==> src/rtl/neuron.sv <==
// rtl/neuron.sv - integrate-and-fire neuron with 4-phase req/ack spike channels
module neuron #(
    parameter int weight    = 4,
    parameter int thold     = 8,
    parameter int data_bits = 4,
    parameter int delay_v [3] = '{1, 2, 3}
) (
    input  logic clk,
    input  logic rst,
    input  logic data_in,
    input  logic req_in,
    output logic ack_in,
    output logic data_out,
    output logic req_out,
    input  logic ack_out
);
    typedef enum logic [2:0] {IDLE, CAPTURE, INTEGRATE, EMIT, WAIT_ACK, RELEASE} state_t;

    // A zero stage latency still costs one cycle in its state.
    function automatic logic [15:0] eff_delay(input int d);
        return (d < 1) ? 16'd1 : 16'(d);
    endfunction

    localparam logic [15:0]        load_cap  = eff_delay(delay_v[0]);
    localparam logic [15:0]        load_int  = eff_delay(delay_v[1]);
    localparam logic [15:0]        load_emit = eff_delay(delay_v[2]);
    localparam logic [data_bits:0] weight_x  = (data_bits + 1)'(weight);
    localparam logic [data_bits:0] acc_max   = {1'b0, {data_bits{1'b1}}};

    state_t               state, state_n;
    logic [1:0]           req_sync, ack_sync;
    logic                 req_s, ack_s;
    logic [15:0]          cnt, cnt_n;
    logic                 token, token_n;
    logic                 fire, fire_n;
    logic [data_bits-1:0] acc, acc_n;
    logic                 ack_in_n, req_out_n, data_out_n;
    logic [data_bits:0]   sum;
    logic [data_bits-1:0] sum_sat;
    logic                 expired;

    assign req_s   = req_sync[1];
    assign ack_s   = ack_sync[1];
    assign expired = (cnt <= 16'd1);
    assign sum     = {1'b0, acc} + (token ? weight_x : '0);
    assign sum_sat = (sum > acc_max) ? acc_max[data_bits-1:0] : sum[data_bits-1:0];

    always_comb begin
        state_n    = state;
        cnt_n      = cnt;
        token_n    = token;
        fire_n     = fire;
        acc_n      = acc;
        ack_in_n   = ack_in;
        req_out_n  = req_out;
        data_out_n = data_out;
        case (state)
            IDLE: begin
                if (req_s) begin
                    token_n = data_in;
                    cnt_n   = load_cap;
                    state_n = CAPTURE;
                end
            end
            CAPTURE: begin
                if (expired) begin
                    ack_in_n = 1'b1;
                    cnt_n    = load_int;
                    state_n  = INTEGRATE;
                end else begin
                    cnt_n = cnt - 16'd1;
                end
            end
            INTEGRATE: begin
                if (expired) begin
                    if (32'(sum_sat) >= 32'(thold)) begin
                        fire_n = 1'b1;
                        acc_n  = '0;
                    end else begin
                        fire_n = 1'b0;
                        acc_n  = sum_sat;
                    end
                    cnt_n   = load_emit;
                    state_n = EMIT;
                end else begin
                    cnt_n = cnt - 16'd1;
                end
            end
            EMIT: begin
                if (expired) begin
                    data_out_n = fire;
                    req_out_n  = 1'b1;
                    state_n    = WAIT_ACK;
                end else begin
                    cnt_n = cnt - 16'd1;
                end
            end
            WAIT_ACK: begin
                if (ack_s) begin
                    req_out_n = 1'b0;
                    state_n   = RELEASE;
                end
            end
            RELEASE: begin
                // Both channels must be back to zero before a new token is accepted.
                if (!ack_s && !req_s) begin
                    ack_in_n = 1'b0;
                    state_n  = IDLE;
                end
            end
            default: state_n = IDLE;
        endcase
    end

    always_ff @(posedge clk or negedge rst) begin
        if (!rst) begin
            state    <= IDLE;
            req_sync <= '0;
            ack_sync <= '0;
            cnt      <= '0;
            token    <= 1'b0;
            fire     <= 1'b0;
            acc      <= '0;
            ack_in   <= 1'b0;
            req_out  <= 1'b0;
            data_out <= 1'b0;
        end else begin
            state    <= state_n;
            req_sync <= {req_sync[0], req_in};
            ack_sync <= {ack_sync[0], ack_out};
            cnt      <= cnt_n;
            token    <= token_n;
            fire     <= fire_n;
            acc      <= acc_n;
            ack_in   <= ack_in_n;
            req_out  <= req_out_n;
            data_out <= data_out_n;
        end
    end
endmodule

==> config.mk <==
export PLATFORM = sky130hd
export DESIGN_NAME = neuron
export DESIGN_NICKNAME = d
export VERILOG_FILES = /design/src/rtl/neuron.sv
export SDC_FILE = /design/constraint.sdc
export NUM_CORES = 1
export LEC_CHECK = 0
export ABC_AREA = 1
export ABC_CLOCK_PERIOD_IN_PS = 2800
export CAP_MARGIN = 20
export CORE_MARGIN = 1.5
export CORE_UTILIZATION = 55
export DETAILED_ROUTE_END_ITERATION = 6
export PLACE_DENSITY = 0.81
export REMOVE_ABC_BUFFERS = 1
export SLEW_MARGIN = 20
export SYNTH_ARGS = -nofsm -noshare
export SYNTH_HDL_FRONTEND = slang
export SYNTH_SLANG_ARGS = --single-unit
==> constraint.sdc <==
create_clock -name clk -period 2.8 [get_ports clk]
set_input_delay 0.42 -clock clk [delete_from_list [all_inputs] [get_ports clk]]
set_output_delay 0.42 -clock clk [all_outputs]
set_load 0.01 [all_outputs]
==> results.cfg <==
[worst_setup_path]
cp.required_ns = 3.07
crit_fanout = 22
worstSetupPathType = reg2reg
startpoint_type = register
end_kind = register
critPathArrivalTime_ns = 2.19

[synth]
synth_cells = 243
synth.cells.most_frequent = nand2_1 (63), nor2_1 (49), inv_1 (35)
yosysSeqAreaShare = 0.425
synth.top_cell.area_share = 0.425
yosys-top-cells-area = dfrtp_1 (43%), nand2_1 (13%), nor2_1 (10%)
async_flop_share = 1.00
syn_area_sq_mm = 0.00177
yosysMostFrequentCell = nand2_1
synth-edff-count = 0
ys_ff_latch = 30
yosys_warnings = 0
yosys.area.top_type = dfrtp_1
post_synth.cell_area_avg_sq_um = 7.27
synth_cell_type_count = 23
synthFlopType = dfrtp_1

[sta]
period_share = 0.685
rsz0062_at_grt = false
maxSlewViolCount = 0
skew_ns = 0.00907
relSlewSlack = 0.710
hold_violations = 0
setup_viol_count_final = 0
setup_tns_ns = 0
worst_pin_slew_ns = 0.434
layout_min_cycle_time_ns = 1.92
fmax_ghz = 0.522

[global_routing]
grt-ovfl-total = 0
antenna_found_initial = 0
grt_first_pass_wirelength_um = 5680
grt_use_total = 0.216
grt_pass1_vias = 1314
grt_max_degree = 31

[die]
rows = 20
die-area_sq_mm = 0.00356
fp.dieW_um = 59.7
io_pins = 8
initial_core_util = 0.578
dieHeight_um = 59.7
coreArea_sq_mm = 0.00305

[drt]
antenna_left = 0
route.final.wire_length_um = 3280
dr.pass1.iters = 4
post_drt_wl_per_cell_um = 11.0
vias_per_cell = 4.98
drc = 0
drt_iter0_markers = 58
vias = 1485

[layout]
fin_area_sq_mm = 0.00192
post-route-util = 0.630
drive_gt1_frac = 0.0866
n_antenna_cell = 0
fin_nets = 264
syn_to_final_growth_pct = 8.86

[place]
portBuffers = 7
placement.cell_area_sq_mm = 0.00187
gp_congestion = 0.853
hpwl_um = 2390

[cts]
cts_tree = yes
cts.htree.levels = 2
cts.hold.buffers_added = 0
numCtsBuffers = 5
clock_latency_ns = 0.33
clkTransAtPathRegs_ns = 0.09
cts_sinks = 30
clockBufferDepth = 2
post_cts_buffers = 0
cts_resized = 0
cts-root-buf = clkbuf_4

[outcome]
status = finished clean

[pwr]
power_mw = 2.33
ir_drop_uv = 521
powerDensity_mw_per_mm2 = 1210
p_leak_nw = 1.03

[hold_path]
hp-class = reg2reg

[job]
drv_cap = 0
flip-flops by register name (all words and copies together), names as in the netlist, 2 cells and up:
| signal | flops |
|---|---|
| acc | 2 |
| req_sync | 2 |
| state | 3 |
| cnt | 16 |
| ack_sync | 2 |
per-layer routing:
| layer | share of wire | global-route usage | up-vias |
|---|---|---|---|
| met5 | 0 | 0 | - |
| met4 | 0.018 | 0.0730 | 0 |
| met3 | 0.050 | 0.0649 | 9 |
| met2 | 0.45 | 0.315 | 38 |
| met1 | 0.48 | 0.306 | 653 |
| li1 | - | - | 785 |
report_power, final:
group / total, mW / switching [mW] / internal, mW
Clock: 0.258 / 0.145 / 0.113
Combinational: 1.35 / 0.899 / 0.453
Sequential: 0.718 / 0.132 / 0.586
Total: 2.33 / 1.18 / 1.15
path summary, 6_finish.rpt:
check / from / to / slack (ns) / cells after the start
max: cnt[0]$_DFFE_PN0P_ / cnt[10]$_DFFE_PN0P_ / 0.88 / 12
min: req_sync[0]$_DFF_PN0_ / req_sync[1]$_DFF_PN0_ / 0.35 / 0
max reg2reg: cnt[0]$_DFFE_PN0P_ / cnt[10]$_DFFE_PN0P_ / 0.88 / 12
min reg2reg: req_sync[0]$_DFF_PN0_ / req_sync[1]$_DFF_PN0_ / 0.35 / 0
max in group asynchronous: rst / data_out$_DFFE_PN0P_ / 2.04 / 2
min in group asynchronous: rst / ack_sync[1]$_DFF_PN0_ / 0.47 / 2
cell usage in the layout, fill, tap and decap left out, drive strengths merged:
master         count
nand2             66
nor2              54
inv               39
dfrtp             30
nand3             14
nand4             10
o21ai              7
clkdlybuf4s50      7
clkbuf             6
a21oi              4
ha                 4
nor3               4
nand3b             3
o21bai             2
o211ai             1
mux2               1
o22ai              1
buf                1
final cells by class:
type	instances	area, sq um
Clock buffer	6	51.3
Fill cell	281	1130
Inverter	39	146
Multi-Input combinational cell	171	841
Sequential cell	30	751
Tap cell	44	55.1
Timing Repair Buffer	8	77.6
worst max-delay path, stage by stage (launching register included):
cell	delay [ns]
dfrtp_1	0.40
inv_1	0.09
ha_1	0.21
inv_1	0.05
nand2_1	0.05
nand2_1	0.08
nor2_4	0.13
nand4_4	0.29
nand2_4	0.18
inv_2	0.08
nand2_4	0.12
inv_2	0.06
nor2_1	0.10
through the flow:
step                hold WS (ns)  instances  setup WS (ns)
CTS                        0.363        298          0.885
detailed placement         0.347        292          0.887
global route               0.384        298          0.656
finish                     0.351        298          0.883
floorplan                  0.124        240           1.14
global placement           0.334        292          0.961
kinds of logic after synthesis:
group	count (synthesis)	share of synthesized area
multiplexers	1	0.00638
AND/OR/NAND/NOR	151	0.394
adder cells (fa/ha/maj)	4	0.0283
buffers and inverters	42	0.0985
AO/OA/AOI/OAI	15	0.0475
flip-flops	30	0.425
Power figures use the tool's default switching activity.
